==> src/rtl/lsu_dmem_ctrl.sv <==
// lsu_dmem_ctrl: load/store controller between the core memory stage and a
// word-wide data RAM that only supports full-word writes.
//   i_req/i_we/i_funct3/i_addr/i_wdata : request, sampled in IDLE only
//   o_busy/o_done/o_err/o_rdata        : status and extended load result
//   o_lsu_addr/o_wren/o_wdata          : RAM word index, write enable, data
//   i_data_dmem                        : RAM combinational read data
// Sub-word stores are a read-modify-write: RD captures the word, WR merges.
module lsu_dmem_ctrl #(
  parameter int unsigned DEPTH_WORDS = 1024
) (
  input  logic        i_clk,
  input  logic        i_rst_n,
  input  logic        i_req,
  input  logic        i_we,
  input  logic [2:0]  i_funct3,
  input  logic [31:0] i_addr,
  input  logic [31:0] i_wdata,
  output logic        o_busy,
  output logic        o_done,
  output logic        o_err,
  output logic [31:0] o_rdata,
  output logic [31:0] o_lsu_addr,
  output logic        o_wren,
  output logic [31:0] o_wdata,
  input  logic [31:0] i_data_dmem
);

  typedef enum logic [2:0] {S_IDLE, S_RD, S_WR, S_DONE, S_ERR} state_e;

  state_e      state_q, state_d;
  logic        we_q, we_d;
  logic [2:0]  funct3_q, funct3_d;
  logic [31:0] addr_q, addr_d;
  logic [31:0] wdata_q, wdata_d;
  logic [31:0] rd_word_q, rd_word_d;
  logic [31:0] rdata_q, rdata_d;

  logic        req_err;
  logic [31:0] rd_shift;
  logic [15:0] rd_half;
  logic [31:0] load_ext;
  logic [31:0] merged;

  // Request validation works on the live inputs, as they are latched
  // on the same edge that picks the next state.
  always_comb begin
    req_err = 1'b0;
    if (i_funct3 == 3'b011 || i_funct3 == 3'b110 || i_funct3 == 3'b111)
      req_err = 1'b1;
    if (i_we && i_funct3[2])
      req_err = 1'b1;
    if (i_funct3[1:0] == 2'b01 && i_addr[0])
      req_err = 1'b1;
    if (i_funct3[1:0] == 2'b10 && i_addr[1:0] != 2'b00)
      req_err = 1'b1;
    if ({2'b00, i_addr[31:2]} >= DEPTH_WORDS)
      req_err = 1'b1;
  end

  // Load extraction from the live RAM word during RD.
  always_comb begin
    rd_shift = i_data_dmem >> {addr_q[1:0], 3'b000};
    rd_half  = addr_q[1] ? i_data_dmem[31:16] : i_data_dmem[15:0];
    case (funct3_q[1:0])
      2'b00:   load_ext = {{24{rd_shift[7] & ~funct3_q[2]}}, rd_shift[7:0]};
      2'b01:   load_ext = {{16{rd_half[15] & ~funct3_q[2]}}, rd_half};
      default: load_ext = i_data_dmem;
    endcase
  end

  // Store merge of the latched data into the captured word.
  always_comb begin
    merged = rd_word_q;
    case (funct3_q[1:0])
      2'b00: begin
        case (addr_q[1:0])
          2'b00: merged[7:0]   = wdata_q[7:0];
          2'b01: merged[15:8]  = wdata_q[7:0];
          2'b10: merged[23:16] = wdata_q[7:0];
          default: merged[31:24] = wdata_q[7:0];
        endcase
      end
      2'b01: begin
        if (addr_q[1]) merged[31:16] = wdata_q[15:0];
        else           merged[15:0]  = wdata_q[15:0];
      end
      default: merged = wdata_q;
    endcase
  end

  always_comb begin
    state_d   = state_q;
    we_d      = we_q;
    funct3_d  = funct3_q;
    addr_d    = addr_q;
    wdata_d   = wdata_q;
    rd_word_d = rd_word_q;
    rdata_d   = rdata_q;
    case (state_q)
      S_IDLE: begin
        if (i_req) begin
          we_d     = i_we;
          funct3_d = i_funct3;
          addr_d   = i_addr;
          wdata_d  = i_wdata;
          if (req_err)                   state_d = S_ERR;
          else if (!i_we)                state_d = S_RD;
          else if (i_funct3 == 3'b010)   state_d = S_WR;
          else                           state_d = S_RD;
        end
      end
      S_RD: begin
        rd_word_d = i_data_dmem;
        if (we_q) begin
          state_d = S_WR;
        end else begin
          rdata_d = load_ext;
          state_d = S_DONE;
        end
      end
      S_WR:    state_d = S_DONE;
      S_DONE:  state_d = S_IDLE;
      S_ERR:   state_d = S_IDLE;
      default: state_d = S_IDLE;
    endcase
  end

  always_ff @(posedge i_clk or negedge i_rst_n) begin
    if (!i_rst_n) begin
      state_q   <= S_IDLE;
      we_q      <= 1'b0;
      funct3_q  <= '0;
      addr_q    <= '0;
      wdata_q   <= '0;
      rd_word_q <= '0;
      rdata_q   <= '0;
    end else begin
      state_q   <= state_d;
      we_q      <= we_d;
      funct3_q  <= funct3_d;
      addr_q    <= addr_d;
      wdata_q   <= wdata_d;
      rd_word_q <= rd_word_d;
      rdata_q   <= rdata_d;
    end
  end

  assign o_busy     = (state_q != S_IDLE);
  assign o_done     = (state_q == S_DONE) || (state_q == S_ERR);
  assign o_err      = (state_q == S_ERR);
  assign o_rdata    = rdata_q;
  assign o_wren     = (state_q == S_WR);
  assign o_lsu_addr = (state_q == S_RD || state_q == S_WR) ? {2'b00, addr_q[31:2]} : '0;
  assign o_wdata    = (state_q == S_WR) ? merged : '0;

endmodule

==> config.mk <==
export PLATFORM = sky130hd
export DESIGN_NAME = lsu_dmem_ctrl
export DESIGN_NICKNAME = d
export VERILOG_FILES = /design/src/rtl/lsu_dmem_ctrl.sv
export SDC_FILE = /design/constraint.sdc
export NUM_CORES = 1
export LEC_CHECK = 0
export ABC_AREA = 1
export BUFFER_PORTS_ARGS = -buffer_cell sky130_fd_sc_hd__clkbuf_2
export CAP_MARGIN = 20
export CORE_MARGIN = 8
export CORE_UTILIZATION = 52
export CTS_CLUSTER_SIZE = 14
export DETAILED_ROUTE_END_ITERATION = 8
export GPL_ROUTABILITY_DRIVEN = 0
export PLACE_DENSITY = 0.89
export SLEW_MARGIN = 10
export SYNTH_ARGS = -nofsm -noshare
export SYNTH_HDL_FRONTEND = slang
export SYNTH_SLANG_ARGS = --single-unit
==> constraint.sdc <==
create_clock -name i_clk -period 1.9 [get_ports i_clk]
set_input_delay 0.19 -clock i_clk [delete_from_list [all_inputs] [get_ports i_clk]]
set_output_delay 0.19 -clock i_clk [all_outputs]
set_load 0.005 [all_outputs]
Yosys cells after proc, flatten, opt, wreduce, memory -nomap -nowiden

Index checks and enable logic that the tools add are counted.

RAM bits: 0
ROM bits: 0
Bits in latches: 0
Word-level logic and storage cells: 64
Output and inout bits: 100
Memories kept: 0
Register bits after elaboration: 135

Equality and inequality tests: 14
Div/mod/pow operators: 0
Shifts and indexed selects: 1
Bitwise operators: 4
$mul: 0
Reductions and logical operators: 15
Add/subtract/negate cells: 0
Mux-type cells: 22
Magnitude comparators: 1

Operators by type and width:

| cell                 | number |
|---|---|
| $pmux 32 s2          | 2 |
| $mux 16              | 3 |
| $mux 32              | 1 |
| $mux 8               | 4 |
| $shr 32x5->8         | 1 |
| $ge 30x11->1 const B | 1 |
| $mux 30              | 1 |
| $eq 3x2->1 const B   | 4 |
| $eq 3x3->1 const B   | 3 |
| $pmux 3 s3           | 1 |
| $eq 2x1->1 const B   | 3 |
| $mux 1               | 6 |
| $mux 3               | 2 |
| $eq 2x2->1 const B   | 2 |
| $logic_not 2->1      | 2 |
| $logic_or 1x1->1     | 4 |
| $mux 2               | 2 |
| $reduce_and 2->1     | 2 |
| $eq 3x1->1 const B   | 1 |
| $logic_and 1x1->1    | 3 |
| $logic_not 3->1      | 1 |
| $reduce_bool 3->1    | 1 |
| $reduce_or 3->1      | 1 |
| $and 1x1->1          | 2 |
| 3 further kinds      | 4 |

Longest topological paths before layout

Depth after elaboration: 11
Mapped depth: 9
Gate-level depth less buffers: 7

Worst setup path after synthesis

OpenSTA, ideal clock, no wires.

Kind: register -> output
Start: register addr_q[0]
End: output o_wdata[5]
Buffers on the path: 1
Stages on the path, launching flop included: 7
Path slack: 0.408 ns
Required time: 1.710 ns
Arrival: 1.302 ns
Cell sequence: dfrtp_1 -> nand2_1 -> nor2_4 -> a21oi_2 -> buf_4 -> o21ai_0 -> a21oi_1

Cells in the longest elaborated chain, start to end: 4

Ends and longest elaborated chain:

| item                   | line | source |
|---|---|---|
| from (decl)            | 33   | `logic [31:0] addr_q, addr_d;` |
| from (signal assigned) | 141  | `addr_q <= addr_d;` |
| $logic_not 2->1        | 76   | `case (addr_q[1:0])` |
| $mux 8                 | 76   |  |
| $pmux 32 s2            | 74   | `case (funct3_q[1:0])` |
| $mux 32                | 154  | `assign o_wdata = (state_q == S_WR) ? merged : '0;` |
| to (decl)              | 24   | `output logic [31:0] o_wdata,` |

Every way passes these cells.

Worst setup path after layout

Start: register addr_q[1]
End: output o_wdata[23]

Cells in the longest elaborated chain, start to end: 4

Ends and longest elaborated chain:

| item          | line |
|---|---|
| $eq 2x2->1    | 76 |
| $mux 8        | 76 |
| $pmux 32 s2 * | 74 |
| $mux 32 *     | 154 |

Every way passes the cells marked *; elsewhere a longest branch is shown, timed or not.

==> metrics list <==
- The via count of the first global-routing pass came to between 8,000 and 9,000.
- The synthesized design contains around 140 register bits.
- Leaving out fill and tap cells, the most frequent cell in the layout is nand2_1.
- Clock latency at the later pin of the worst-skew pair: 0.44 ns
* Sequential cell fraction of total power: 30.7%
* Max-slew headroom: 65.38%
- Cell Int Power: approximately 0.01 W
* Pleak: around 5.3 nW
- Across all setup checks in the final design, the least slack found is -0.3589 ns.
* Data required, critical path: around 1.7 ns
* Antenna-violating nets left: 0
- Peak fanout along the critical path: 11
- Num rows: 42
- # port buffers: 200
- Per-cell via count in the routed design: around 6
* Part of the power in combinational logic: 49.0%
* Count of endpoints failing setup in the final report: 32
- The number of placed instances, taps included, is around 1,300.
- The die covers between 15,000 and 20,000 µm².
* H-tree level count: 4
- Arrival @ worst endpoint: roughly 2.1 ns
* DR WL/cell: 20.78 µm
- Static timing analysis puts the maximum clock frequency at around 440 MHz.
* Share of total power in the clock network: 20.3%
* Switching share of power: between 40 and 50%
- Initial cell density of the core: between 50% and 60%
- The final reports fail on DRC, setup timing.
- The initial antenna violation count was 3.
- Subtracting the final worst setup slack from the clock period gives ~2.3 ns.
- Total power consumption of the routed design: ~0.018 W
- Setup repair after global routing could not meet its margin everywhere.
- Sum of net half-perimeters after detailed placement: roughly 17 mm
- The flow ran to the end, but the final reports show violations.
- The total area inside the core boundary comes to 13,190 µm².
- For this block, the via count after detailed routing is roughly 8,500.
- Number of cells in the finished layout apart from fillers: 1,420
- Clock transition time at the flip-flop clock pins of the worst setup and hold paths: ~0.060 ns
- The worst setup path is captured at an output pin.
- Die height: approximately 130 µm
* Global routing usage on met3: 9.985%
* Max clock buf depth: 2
- The first detailed-routing pass took 9 iterations.
- The min-delay analysis places its worst path in the category in -> reg.
- Buffers inserted during clock tree synthesis total 17.
- Summed over all nets, the switching power comes to around 0.008 W.
- Counting distinct cell types in the post-synthesis netlist gives 26.
* Post-route clock period utilization: 118.9%
- Pwr dens: roughly 1800 nW/µm²
- Averaged over all synthesized cells, the footprint is approximately 7.4 µm².
* Fraction of post-synthesis cell area in the top cell type by area: 48.18%
* Synth warn: 0
* Violation count after the first detailed-route iteration: 1,421
- The first global-routing pass estimated 42.28 mm of wire.
- Number of cells produced by synthesis: roughly 950
- Post-route DRC violation count: 1
- The max-slew violation total from the final report came to 0.
- On the final layout, the worst clock skew is approximately 0.0065 ns.
* Global route hottest layer: met2
- Sequential-to-total area share from yosys stat: approximately half
* Type of the setup path with the least slack: reg -> out
- Final global-route overflow total: 0
- Netlist Area Pre-Place: around 7000 µm²
* Maximum number of pins on one net before global-route repair: between 70 and 80
- Worst slew pin tran: between 0.5 and 0.6 ns
* Highest-count cells in the layout ignoring fill and taps: nand2_1 (224), clkbuf_2 (181), dfrtp_1 (131), inv_1 (112), o21ai_0 (100)
- CTS saw 135 sinks.
- Number of endpoints with negative hold slack in the final report: 0
* Total negative setup slack: -5.183 ns
* Post-route design area: just over 10,000 µm²
- The synthesized design spends more area on one cell type than any other, namely dfrtp_1.
* Clock tree root driver cell: clkbuf_16
- Relative to the synthesized area, the layout overhead comes to 44.70%.
- Overall Global Routing Usage: a little under a third
- Proportion of layout cells with a drive suffix above 1: approximately 32%
- In this run the count of I/O pins placed on the die edge is approximately 200.
- Maximum resistive drop on vdd: 0.0009440 V
* Number of nets in the layout: between 1,000 and 1,500
- For this block, the routed nets add up to just under 30 mm of wire.
- In this run the horizontal extent of the chip is around 130 µm.
* Area post-placement: between 8000 and 9000 µm²
* Max-cap viol count: 0
- Cell types with the largest area share after synthesis: dfrtp_1 (48%), nand2_1 (13%), o21ai_0 (8.7%)
- STA classifies the critical path startpoint as a register.
- In the global route stage, met2 resource usage came out at approximately half.
* Met1 Resource Use GR: between 30 and 40%
* CTS tree: built
-- flip-flops by register name (all words and copies together), names as in the netlist --
name / flops
addr_q: 32
funct3_q: 3
o_rdata: 32
rd_word_q: 32
state_q: 3
wdata_q: 32
we_q: 1
-- repair_timing --
item | 4_1_cts | 5_1_grt
pin swaps | 6 | 14
cloned | 2 | 3
endpoints found under the setup margin | 62 | 62
resized for setup | 80 | 86
endpoints found under the hold margin | 187 | 0
setup buffers | 18 | 6
hold buffers | 53 | 0
-- worst max-delay path: stages, from the launching register on --
cell and delay, ns:
dfrtp_2 0.52, inv_2 0.12, buf_8 0.17, a21oi_1 0.25
o21ai_1 0.19, a31oi_2 0.24, clkbuf_2 0.15
-- metrics by stage --
step | hold WS [ns] | setup WS, ns | utilization (%)
global route | 0.02032 | -0.4492 | 76.92
floorplan | -0.1056 | 0.4084 | -
finish | 0.005326 | -0.3589 | 76.92
detailed placement | 0.01788 | 0.1523 | 62.65
CTS | 0.001259 | -0.07148 | 74.50
global placement | 0.01951 | 0.2382 | 62.65
-- final timing paths --
path | start | to | slack [ns] | cells past startpoint
setup / recovery | addr_q[1] | o_wdata[23] | -0.36 | 6
min in group asynchronous | i_rst_n | wdata_q[8] | 0.13 | 2
hold reg to reg | wdata_q[16] | wdata_q[16] | 0.48 | 2
setup reg to reg | addr_q[1] | o_rdata[26] | 0.02 | 10
hold / removal | i_addr[28] | addr_q[28] | 0.005 | 3
max in group asynchronous | i_rst_n | o_rdata[7] | 1.18 | 3
-- cell usage after synthesis, drive strengths merged --
cell type,count
inv,125
o21ai,122
and2,1
a21oi,83
nand4,1
buf,32
clkbuf,23
nand2,239
nor2,89
dfrtp,135
or2,16
a22oi,6
and3,1
o211ai,3
nand3,43
a31oi,4
conb,1
o22ai,22
mux2,6
-- final cells by class --
class | count | area, µm²
flip-flops and latches | 135 | 3383
multi-input cells | 639 | 3262
fillers | 793 | 3044
repair buffers | 310 | 2143
clock buffers | 21 | 480.5
inverters | 125 | 479.2
well taps | 176 | 220.2
clock inverters | 11 | 170.2
diodes | 3 | 7.507
-- kinds of logic after synthesis --
group | Yosys count | synth area share (%)
other | 1 | 0.05348
AND/OR/NAND/NOR | 390 | 22.50
buffers and inverters | 180 | 10.33
AO/OA/AOI/OAI | 240 | 17.97
multiplexers | 6 | 0.9635
flip-flops | 135 | 48.18
-- metal layers --
layer / wire, µm / share of wire, %
met5: 0 / 0
met3: 3872 / 13
met1: 9847 / 33
met2: 13570 / 46
met4: 2215 / 7.5
-- power by group through the flow --
stage / logic (W) / registers (W) / clock network, W
floorplan: 0.00425 / 0.00493 / 0
global placement: 0.00626 / 0.00512 / 0
detailed placement: 0.00646 / 0.00520 / 0
CTS: 0.00742 / 0.00522 / 0.00360
global route: 0.00943 / 0.00557 / 0.00376
finish: 0.00876 / 0.00549 / 0.00362
Power figures use the tool's default switching activity.
